<file path="config.mk">
export PLATFORM = sky130hd
export DESIGN_NAME = soc_clint
export DESIGN_NICKNAME = d
export VERILOG_FILES = /design/src/rtl/soc_pkg.sv /design/src/rtl/soc_clint_tick.sv /design/src/rtl/soc_clint.sv
export SDC_FILE = /design/constraint.sdc
export NUM_CORES = 1
export LEC_CHECK = 0
export CAP_MARGIN = 20
export CORE_ASPECT_RATIO = 1.4
export CORE_MARGIN = 1
export CORE_UTILIZATION = 42
export CTS_CLUSTER_SIZE = 10
export DETAILED_ROUTE_END_ITERATION = 16
export DONT_BUFFER_PORTS = 1
export GPL_TIMING_DRIVEN = 1
export PLACE_DENSITY_LB_ADDON = 0.25
export SETUP_SLACK_MARGIN = 0.4
export SYNTH_ARGS = -nofsm -noshare
export SYNTH_HDL_FRONTEND = slang
export SYNTH_HIERARCHICAL = 1
export SYNTH_SLANG_ARGS = --single-unit
</file>
<file path="constraint.sdc">
create_clock -name clk_i -period 8 [get_ports clk_i]
set_clock_uncertainty 0.1 [all_clocks]
set_input_delay 1.2 -clock clk_i [delete_from_list [all_inputs] [get_ports clk_i]]
set_output_delay 1.2 -clock clk_i [all_outputs]
set_load 0.01 [all_outputs]
</file>
<file path="src/rtl/soc_pkg.sv">
// soc_pkg: SoC-level constants shared by the CLINT and its neighbours.
//   - CLINT_BASE_ADDR : base of the CLINT window in the SoC address map
//   - CLINT_*_OFFS    : register offsets inside the CLINT window
//   - apply_be        : byte-enable merge used for every 64-bit register write
package soc_pkg;

    localparam logic [63:0] CLINT_BASE_ADDR     = 64'h0000_0000_0200_0000;
    localparam int unsigned CLINT_MSIP_OFFS     = 32'h0000_0000;
    localparam int unsigned CLINT_MTIMECMP_OFFS = 32'h0000_4000;
    localparam int unsigned CLINT_MTIME_OFFS    = 32'h0000_BFF8;

    // Replace each byte of old_val whose enable bit is set with the matching
    // byte of new_val.
    function automatic logic [63:0] apply_be(input logic [63:0] old_val,
                                             input logic [63:0] new_val,
                                             input logic [7:0]  be);
        logic [63:0] res;
        res = old_val;
        for (int b = 0; b < 8; b++) begin
            if (be[b]) begin
                res[8*b +: 8] = new_val[8*b +: 8];
            end
        end
        return res;
    endfunction

endpackage

</file>
<file path="src/rtl/soc_clint_tick.sv">
// soc_clint_tick: mtime prescaler. Counts 0..PRESCALE-1 and raises tick_o
// for one cycle in the cycle whose rising edge wraps the counter back to 0.
// Ports:
//   clk_i  : system clock
//   rst_i  : synchronous, active-high reset (counter -> 0)
//   tick_o : one-cycle pulse, mtime advances on the edge that ends this cycle
module soc_clint_tick #(
    parameter int unsigned PRESCALE = 4
) (
    input  logic clk_i,
    input  logic rst_i,
    output logic tick_o
);

    // A 1-bit counter is kept even for PRESCALE=1; it then stays at 0 and
    // every cycle is a tick.
    localparam int unsigned    CW   = (PRESCALE > 1) ? $clog2(PRESCALE) : 1;
    localparam logic [CW-1:0]  LAST = CW'(PRESCALE - 1);

    logic [CW-1:0] cnt_q;

    assign tick_o = ~rst_i & (cnt_q == LAST);

    always_ff @(posedge clk_i) begin
        if (rst_i) begin
            cnt_q <= '0;
        end else if (cnt_q == LAST) begin
            cnt_q <= '0;
        end else begin
            cnt_q <= cnt_q + CW'(1);
        end
    end

endmodule

</file>
<file path="src/rtl/soc_clint.sv">
// soc_clint: core-local interruptor. Holds a 64-bit free-running mtime, one
// mtimecmp and one msip bit per hart, and drives the per-hart timer and
// software interrupt lines of the core.
// Ports:
//   clk_i, rst_i            : clock, synchronous active-high reset
//   req_i, we_i, addr_i,
//   wdata_i, be_i           : register-bus request (byte address, bits [2:0] ignored)
//   gnt_o                   : request accepted (combinational)
//   rvalid_o, rdata_o, err_o: response, one cycle after gnt_o
//   time_irq_o              : per-hart timer interrupt (mtime >= mtimecmp)
//   ipi_o                   : per-hart software interrupt (msip bit)
//
// Bus handshake: a request is taken whenever req_i=1 and the block is out of
// reset (gnt_o = req_i & ~rst_i); there is no back-pressure, so a request
// every cycle is accepted every cycle. Every grant produces exactly one
// rvalid_o pulse on the following cycle carrying rdata_o/err_o. Writes take
// effect on the grant edge; reads return the value held before that edge.
module soc_clint
    import soc_pkg::*;
#(
    parameter int unsigned NUM_HARTS = 1,
    parameter int unsigned ADDR_W    = 16,
    parameter int unsigned PRESCALE  = 4
) (
    input  logic                 clk_i,
    input  logic                 rst_i,
    input  logic                 req_i,
    input  logic                 we_i,
    input  logic [ADDR_W-1:0]    addr_i,
    input  logic [63:0]          wdata_i,
    input  logic [7:0]           be_i,
    output logic                 gnt_o,
    output logic                 rvalid_o,
    output logic [63:0]          rdata_o,
    output logic                 err_o,
    output logic [NUM_HARTS-1:0] time_irq_o,
    output logic [NUM_HARTS-1:0] ipi_o
);

    logic                        tick;

    logic [63:0]                 mtime_q, mtime_d;
    logic [NUM_HARTS-1:0][63:0]  cmp_q, cmp_d;
    logic [NUM_HARTS-1:0]        msip_q, msip_d;
    logic [NUM_HARTS-1:0]        irq_d;

    logic [ADDR_W-1:0]           addr_al;
    logic                        mtime_sel;
    logic [NUM_HARTS-1:0]        msip_sel;
    logic [NUM_HARTS-1:0]        cmp_sel;
    logic                        mapped;
    logic                        wr;
    logic [63:0]                 rd_data;

    logic                        rvalid_q;
    logic [63:0]                 rdata_q;
    logic                        err_q;
    logic [NUM_HARTS-1:0]        time_irq_q;
    logic [NUM_HARTS-1:0]        ipi_q;

    // Low address bits only select a byte inside a 64-bit register.
    logic                        unused_addr_lsb;
    assign unused_addr_lsb = ^addr_i[2:0];

    soc_clint_tick #(
        .PRESCALE (PRESCALE)
    ) u_tick (
        .clk_i  (clk_i),
        .rst_i  (rst_i),
        .tick_o (tick)
    );

    assign gnt_o = req_i & ~rst_i;

    // Address decode and read mux.
    always_comb begin
        addr_al   = {addr_i[ADDR_W-1:3], 3'b000};
        mtime_sel = (addr_al == ADDR_W'(CLINT_MTIME_OFFS));
        msip_sel  = '0;
        cmp_sel   = '0;
        rd_data   = '0;
        for (int h = 0; h < NUM_HARTS; h++) begin
            msip_sel[h] = (addr_al == ADDR_W'(CLINT_MSIP_OFFS + 8 * h));
            cmp_sel[h]  = (addr_al == ADDR_W'(CLINT_MTIMECMP_OFFS + 8 * h));
        end
        mapped = mtime_sel | (|msip_sel) | (|cmp_sel);
        if (mtime_sel) begin
            rd_data = mtime_q;
        end
        for (int h = 0; h < NUM_HARTS; h++) begin
            if (msip_sel[h]) begin
                rd_data = {63'd0, msip_q[h]};
            end
            if (cmp_sel[h]) begin
                rd_data = cmp_q[h];
            end
        end
    end

    // A write with no byte enabled is a no-op and does not block a tick.
    assign wr = gnt_o & we_i & (|be_i);

    // Next-state values; the comparators look at these so the interrupt
    // lines update on the same edge as the registers they depend on.
    always_comb begin
        mtime_d = mtime_q;
        if (wr && mtime_sel) begin
            mtime_d = apply_be(mtime_q, wdata_i, be_i);
        end else if (tick) begin
            mtime_d = mtime_q + 64'd1;
        end
        cmp_d  = cmp_q;
        msip_d = msip_q;
        irq_d  = '0;
        for (int h = 0; h < NUM_HARTS; h++) begin
            if (wr && cmp_sel[h]) begin
                cmp_d[h] = apply_be(cmp_q[h], wdata_i, be_i);
            end
            if (wr && msip_sel[h] && be_i[0]) begin
                msip_d[h] = wdata_i[0];
            end
            irq_d[h] = (mtime_d >= cmp_d[h]);
        end
    end

    always_ff @(posedge clk_i) begin
        if (rst_i) begin
            mtime_q    <= '0;
            cmp_q      <= '1;
            msip_q     <= '0;
            rvalid_q   <= 1'b0;
            rdata_q    <= '0;
            err_q      <= 1'b0;
            time_irq_q <= '0;
            ipi_q      <= '0;
        end else begin
            mtime_q    <= mtime_d;
            cmp_q      <= cmp_d;
            msip_q     <= msip_d;
            rvalid_q   <= gnt_o;
            rdata_q    <= (gnt_o && !we_i && mapped) ? rd_data : 64'd0;
            err_q      <= gnt_o & ~mapped;
            time_irq_q <= irq_d;
            ipi_q      <= msip_d;
        end
    end

    assign rvalid_o   = rvalid_q;
    assign rdata_o    = rdata_q;
    assign err_o      = err_q;
    assign time_irq_o = time_irq_q;
    assign ipi_o      = ipi_q;

endmodule
</file>
Word-level counts from Yosys, hierarchy flattened
Index checks and enable logic that the tools add are counted.
{ "word_totals": {"memories": 0, "latchBits": 0, "mem_bits_ro": 0, "ff_bits": 198, "in_bits": 92, "output_inout_bits": 69, "elab_cells": 57, "ramBits": 0} }
{ "op_classes": {"shifts": 0, "multipliers": 0, "n_reduce_logical": 11, "n_div": 0, "muxes": 22, "magnitude_cmp": 1, "addsub": 2, "n_eq_ne": 3, "bitwise_logic": 10} }
{ "op_table": {"columns": ["cell", "count"], "rows": [
  ["$mux W64", 6],
  ["$mux W8", 16],
  ["$add A64 B1 Y64 const B", 1],
  ["$ge A64 B64 Y1", 1],
  ["$eq A13 B12 Y1 const B", 1],
  ["$eq A13 B13 Y1 const B", 1],
  ["$logic_not A13 Y1", 1],
  ["$reduce_or A8 Y1", 1],
  ["$logic_and A1 B1 Y1", 6],
  ["$and A1 B1 Y1", 5],
  ["$reduce_or A2 Y1", 2],
  ["$not A1 Y1", 3],
  ["$add A2 B1 Y2 const B", 1],
  ["$eq A2 B2 Y1 const B", 1],
  ["$or A1 B1 Y1", 2],
  ["$logic_not A1 Y1", 1]
]} }

Logic depth before layout (Yosys ltp)
Gate-level depths: netlist of the first run.
{ "logic_depth": {"depth_word": 7, "ltp_mapped": 16, "ltp_nobuf": 15} }

By module
The synthesis of the first run kept the hierarchy.
{ "by_module_without_submodules": {"columns": ["mod", "seq_area_each_um2", "area_per_inst_um2", "n_inst", "cells_per_inst"], "rows": [
  ["soc_clint", 3923.8, 10495.1, 1, 1246],
  ["soc_clint_tick", 40.0, 83.8, 1, 6]
]} }

Least setup slack after synthesis of the first run
No wires, ideal clock.
{ "synth_path": {"path_kind": "input port to flip-flop", "start": "input addr_i[5]", "end": "register time_irq_q (netlist: time_irq_o)", "t_arrival_ps": 4230, "n_path_buf": 1, "cell_stages": 14, "t_required_ps": 7768, "setup_time_ps": 132, "setup_slack_ps": 3538, "cell_sequence": "nand4_1 or4_1 clkbuf_1 nor3_1 a211o_1 nand2_1 o21a_1 ha_1 a21oi_1 nand2_1 a221o_1 o31a_1 a2111oi_0 o21ai_0"} }
{ "synth_via": {"elab_chain_cells": 4, "elab_cells_between_ends": 7, "classes_between": "order compare: 1; eq/ne: 2; mux: 2; reduce/logical: 2"} }
{ "synth_lines": {"columns": ["element", "line", "rtl"], "rows": [
  ["start: declaration", "soc_clint.sv:29", "input logic [ADDR_W-1:0] addr_i,"],
  ["$eq A13 B13 Y1", "soc_clint.sv:78", "mtime_sel = (addr_al == ADDR_W'(CLINT_MTIME_OFFS));"],
  ["$logic_and A1 B1 Y1", "soc_clint.sv:107", "if (wr && mtime_sel) begin"],
  ["$mux W64", "soc_clint.sv:107", null],
  ["net mtime_d[14]", "soc_clint.sv:42", "logic [63:0] mtime_q, mtime_d;"],
  ["$ge A64 B64 Y1", "soc_clint.sv:122", "irq_d[h] = (mtime_d >= cmp_d[h]);"],
  ["end signal: assignment", "soc_clint.sv:143", "time_irq_q <= irq_d;"],
  ["end: declaration", "soc_clint.sv:58", "logic [NUM_HARTS-1:0] time_irq_q;"]
]} }
The timed path passes the listed nets, and every way through them passes these cells.
A chain may end at the register's enable or synchronous reset.

Worst setup path in the final report of the first run
Ends and elaborated chain as after synthesis.

==> qor.txt, run 1 <==
cts repair resizes: 0
Synth Flop Type: dfxtp_1
initial antenna violation count: 0
Power Dens Cells: 164 nW/um^2
setup_tns: 0 ns
Reg2Reg Depth: 14
vias per cell: 6.30
first-pass GRT wire length: 52100 um
DR vias: 9684
Synth async-reset ratio: 0%
Die H: 190 um
DRT Wirelength: 33100 um
hold crit path type: flop to flop
n_diodes: 0
status: finished clean
post-synthesis sequential area ratio: 37.5%
Pint: 1.44 mW
Post-synth EDFFs: 0
sequential power share: 53.2%
# hold bufs at CTS: 0
Die Width: 136 um
switching power: 0.421 mW
Clock transition at path regs: 0.07 ns
Tot GR Track Use: 26.2%
pin count of the biggest net entering global routing: 94
GR Overflow Total: 0
Power, Total: 1.86 mW
Synth-to-Final Area Change: 7.20%
Critical Path AT: 5.76 ns
Max Cap Viol: 0
mean area per synthesized cell: 8.45 um^2
Clock Path Buffers: 2
Max Fclk: 180 MHz
Starting Density: 42.9%
nets: 1369
most frequent cells in the layout: dfxtp_1 (198), nand2_1 (152), nor2_1 (125), a21oi_1 (68), mux2i_1 (67)
Min-Delay Startpoint: u_tick/cnt_q[0]$_SDFF_PP0_
Worst Path Max Fanout: 32
Final min period: 5.57 ns
Synth Net Count: 1410
yosys warns: 6
startpoint types: primary input
Leak: 4.62 nW
worst-margin pin slew: 1.07 ns
hold depth: 1
Port Buf Inserts: 0
# Post-CTS Setup Buffers: 0
unique cell type count in the Yosys netlist: 75
R2R setup slack: 2.93 ns
dpl hpwl: 23800 um
clock power share: 45.5%
Final Hold Violating Endpoints: 0
routed length per instance: 21.5 um
Sw Share: 22.7%
fin crit share: 69.6%
Max VDD drop: 153 uV
number of sinks on the clock net: 198
core area: 24700 um^2
final count of negative-setup-slack endpoints: 0
commonest non-fill, non-tap cell in the layout: dfxtp_1
CP Capture Type: flop
Residual DRC: 0
reg2reg start: u_tick/cnt_q[0]$_SDFF_PP0_
RSZ-0062 raised after global routing: no
WS Path Type: primary input to flop
Comb pwr share: 1.3%
H-tree levels: 4
vias in the first global route: 9500
Synth Instances: 1252
GPL Wtd Cong: 0.945
Max Slew Vio Count: 0
FF-to-FF End: time_irq_o$_SDFF_PP0_
WHS Endpoint: u_tick/cnt_q[0]$_SDFF_PP0_
Root Driver: clkbuf_16
TritonCTS clock tree: yes
cts bufs inserted: 17
Synth Cell Area: 10600 um^2
Synth Register Bits: 198
share of layout cells above drive strength 1: 6.30%
Worst-Skew Late Latency: 0.45 ns
number of nets with antenna violations after routing: 0
num rows: 68
I/O pin cnt: 161
Worst EP required: 8.19 ns
First-pass DRT Iterations: 7
Iteration-0 DRC Markers: 804
Die ar.: 25800 um^2
Rel. slew slack: 28.4%
-- metal layers --
metal  up-vias  share of wire [%]  global-route usage, %
li1       4554                  -                      -
met1      4694                 38                   29.4
met2       351                 52                   46.2
met3        85                6.3                   5.46
met4         0                4.0                   13.2
met5         -                  0                      0
-- cells in the mapped netlist (4+ instances only) --
cell type | count | area share, %
buf_1 | 7 | 0.25
xor2_1 | 4 | 0.33
ha_1 | 66 | 7.8
mux2i_1 | 67 | 6.3
nand3b_1 | 4 | 0.28
a211oi_1 | 19 | 1.3
xnor2_1 | 4 | 0.33
a21oi_1 | 68 | 3.2
o211a_1 | 7 | 0.66
nand2_1 | 153 | 5.4
nand4_1 | 36 | 2.1
or4_1 | 9 | 0.64
or3_1 | 8 | 0.47
inv_1 | 23 | 0.82
a31oi_1 | 10 | 0.59
mux2_2 | 4 | 0.43
nor2_1 | 126 | 4.5
and2_1 | 24 | 1.4
o22ai_1 | 6 | 0.35
nand2b_1 | 4 | 0.24
and4_1 | 5 | 0.41
buf_2 | 6 | 0.28
a21o_1 | 6 | 0.43
clkbuf_1 | 50 | 1.8
o21ai_0 | 38 | 1.8
nor4_1 | 24 | 1.4
nand3_1 | 51 | 2.4
and3_1 | 20 | 1.2
a22oi_1 | 66 | 4.7
o21a_1 | 7 | 0.50
o31a_1 | 5 | 0.41
o221a_2 | 8 | 0.85
o211ai_1 | 5 | 0.35
nor2b_1 | 7 | 0.41
nor3_1 | 41 | 1.9
dfxtp_1 | 198 | 37
-- kinds of logic (layout without fill, tap and decap cells) --
group	Yosys count	count (layout)	synth area share, %
AND/OR/NAND/NOR	536	536	25.5
AO/OA/AOI/OAI	281	281	18.2
flip-flops	198	198	37.5
buffers and inverters	92	63	3.55
multiplexers	71	71	6.77
adder cells (fa/ha/maj)	66	66	7.81
XOR/XNOR	8	8	0.662
-- final cells by class --
cell class | instances | area [um^2]
inverters | 23 | 86.3
repair buffers | 9 | 67.6
flip-flops and latches | 198 | 3960
fillers | 2476 | 13300
well taps | 315 | 394
multi-input cells | 962 | 6270
clock inverters | 12 | 120
clock buffers | 19 | 443
-- worst max path at each step --
stage,slack (ns),endpoint,cells past startpoint,start
finish,2.43,time_irq_o$_SDFF_PP0_,14,addr_i[5]
global route,2.30,time_irq_o$_SDFF_PP0_,12,addr_i[5]
CTS,2.56,time_irq_o$_SDFF_PP0_,14,addr_i[5]
detailed placement,2.10,time_irq_o$_SDFF_PP0_,14,addr_i[5]
global placement,2.15,time_irq_o$_SDFF_PP0_,14,addr_i[5]
floorplan,3.54,time_irq_o$_SDFF_PP0_,14,addr_i[5]
-- state kept, by name (all words and copies together), names as in the netlist --
signal        flops
cmp_q            64
mtime_q          64
rdata_o          64
u_tick/cnt_q      2
err_o             1
ipi_o             1
rvalid_o          1
time_irq_o        1
-- critical path, cell delays in order --
cell,delay [ns]
nand4_1,0.14
or4_1,0.88
nor2_2,0.44
buf_4,0.48
nor2_1,0.10
o31ai_1,0.29
o21a_1,0.17
ha_1,0.25
nand4_1,0.13
nor2_1,0.06
a221o_1,0.31
o31a_1,0.30
a2111oi_0,0.81
o21ai_0,0.20
-- power by group through the flow --
stage | registers, mW | clock network (mW) | logic (mW)
3_5_place_dp | 1.01 | 0 | 0.0234
5_1_grt | 0.988 | 0.902 | 0.0254
6_report | 0.988 | 0.846 | 0.0236
2_1_floorplan | 1.01 | 0 | 0.0213
3_3_place_gp | 1.01 | 0 | 0.0229
4_1_cts | 0.988 | 0.864 | 0.0235
-- through the flow --
step	setup slack, ns	cell area (um^2)	hold WS [ns]	util [%]	instances
final	2.43	11300	0.338	46.0	1538
after global routing	2.30	11300	0.340	46.0	1538
after global placement	2.15	10800	0.315	43.7	1507
after CTS	2.56	11300	0.333	46.0	1538
after detailed placement	2.10	10800	0.319	43.7	1507
after floorplan	3.54	10600	0.306	-	1252
Power figures use the tool's default switching activity.
==> inputs of run 2 (changes only) <==
==> constraint.sdc (replaced) <==
create_clock -name clk_i -period 4.86 [get_ports clk_i]
set_clock_uncertainty 0.1 [all_clocks]
set_input_delay 0.729 -clock clk_i [delete_from_list [all_inputs] [get_ports clk_i]]
set_output_delay 0.729 -clock clk_i [all_outputs]
set_load 0.01 [all_outputs]
==> run 2 against run 1 <==
Effect of this change:
- worst hold slack worse by 0.076 ns
- via count up 0.96%
- sequential power up 65%
- first-iteration DRC count is 8.2% lower
- power grew 69%
- critical path depth rose by 1
- core utilization is 1.5 points higher
- routed wire length grew 2.7%
- global-route usage rose by 0.53 points
- critical path type is now flop to flop
==> qor.txt, run 2 (same netlist as run 1, synthesis figures left out) <==
Max Cap Viol: 0
CP peak stage delay: 0.56 ns
fin crit share: 88.3%
Worst Path Max Fanout: 7
Iteration-0 DRC Markers: 738
setup_tns: 0 ns
dpl hpwl: 24400 um
Tot GR Track Use: 26.8%
number of nets with antenna violations after routing: 0
Final Hold Violating Endpoints: 0
Starting Density: 42.9%
Worst-Skew Late Latency: 0.45 ns
Clock Path Buffers: 2
num rows: 68
core area: 24700 um^2
Max Slew Vio Count: 0
Leak: 4.86 nW
crit path cell chain: ha_2 -> nor2b_4 -> and4_1 -> nand2_1 -> or4_1 -> or3b_2 -> o221a_2 -> ha_1 -> nand4_1 -> nor2_1 -> a221o_1 -> o31a_1 -> a2111oi_2 -> buf_4 -> o21ai_0
commonest non-fill, non-tap cell in the layout: dfxtp_1
GR Overflow Total: 0
Residual DRC: 0
TritonCTS clock tree: yes
Final Instance Area: 11700 um^2
first-pass GRT wire length: 52700 um
final std cells w/o fill: 1570
H-tree levels: 4
hold crit path type: primary input to flop
vias in the first global route: 9550
routed length per instance: 21.6 um
nets: 1400
pin count of the biggest net entering global routing: 94
Max Fclk: 233 MHz
Synth-to-Final Area Change: 10.7%
Die ar.: 25800 um^2
CP max stage cell: or4_1
Max VDD drop: 252 uV
GPL Wtd Cong: 0.942
placed inst area: 11000 um^2
vias per cell: 6.23
worst-margin pin slew: 1.06 ns
WS Path Type: flop to flop
Power Dens Cells: 268 nW/um^2
DRT Wirelength: 34000 um
share of layout cells above drive strength 1: 9.24%
cts bufs inserted: 17
CP top delay family: simple AND/OR/NAND/NOR gates
CP Capture Type: flop
startpoint types: flop
most frequent cells in the layout: dfxtp_1 (198), nand2_1 (152), nor2_1 (125), a21oi_1 (68), mux2i_1 (67)
Die Width: 136 um
number of sinks on the clock net: 198
n_diodes: 0
status: finished clean
WHS: 0.262 ns
Die H: 190 um
Clock transition at path regs: 0.07 ns
First-pass DRT Iterations: 5
Final min period: 4.29 ns
cell count after placement: 1531
Port Buf Inserts: 0
final count of negative-setup-slack endpoints: 0
I/O pin cnt: 161
DR vias: 9777
RSZ-0062 raised after global routing: no
Critical Path AT: 4.52 ns
Rel. slew slack: 29.0%
initial antenna violation count: 0
Buf+Inv Stages, Crit Path: 1
Worst EP required: 5.09 ns
Root Driver: clkbuf_16
run 2: area by class of cell:
cell class,instances,area (um^2)
fillers,2436,13000
multi-input cells,962,6340
flip-flops and latches,198,3960
clock buffers,21,460
well taps,315,394
repair buffers,40,325
clock inverters,11,140
inverters,23,86.3
run 2: worst register-to-register path, stage by stage (launching register included):
cell	delay [ns]
dfxtp_1	0.37
ha_2	0.24
nor2b_4	0.22
and4_1	0.28
nand2_1	0.14
or4_1	0.56
or3b_2	0.46
o221a_2	0.15
ha_1	0.29
nand4_1	0.18
nor2_1	0.08
a221o_1	0.32
o31a_1	0.32
a2111oi_2	0.21
buf_4	0.18
o21ai_0	0.08
run 2: per-stage QoR:
step                      setup slack, ns  utilization (%)  power [mW]
final                               0.570             47.5        3.14
after global routing                0.415             47.5        3.23
after CTS                           0.405             47.0        3.17
after detailed placement            0.162             44.5        1.70
after global placement              0.253             44.5        1.70
after floorplan                     0.869                -        1.70
run 2: path summary, 6_finish.rpt:
| kind | startpoint | end | slack, ns | cells after the start |
|---|---|---|---|---|
| max reg2reg | u_tick/cnt_q[0]$_SDFF_PP0_ | time_irq_o$_SDFF_PP0_ | 0.57 | 15 |
| min reg2reg | u_tick/cnt_q[0]$_SDFF_PP0_ | u_tick/cnt_q[0]$_SDFF_PP0_ | 0.36 | 1 |
| min | rst_i | ipi_o$_SDFFE_PP0P_ | 0.26 | 1 |
| max | u_tick/cnt_q[0]$_SDFF_PP0_ | time_irq_o$_SDFF_PP0_ | 0.57 | 15 |
run 2: repair_timing:
action / 4_1_cts / 5_1_grt
pin swaps: 0 / 1
gates resized for setup: 2 / 14
setup endpoints to repair: 1 / 1
buffers inserted: 0 / 7
hold buffers: 0 / 0
run 2: power by group:
part	internal [mW]	total, mW	switching, mW
Combinational	0.0162	0.0435	0.0273
Sequential	1.62	1.63	0.00273
Clock	0.798	1.47	0.671
Total	2.44	3.14	0.701
run 2: routing by layer:
metal	vias up	global-route usage [%]	share of wire (%)
met5	-	0	0
met4	0	12.8	3.5
met3	82	6.37	6.8
met2	355	47.2	52
met1	4724	29.8	38
li1	4616	-	-
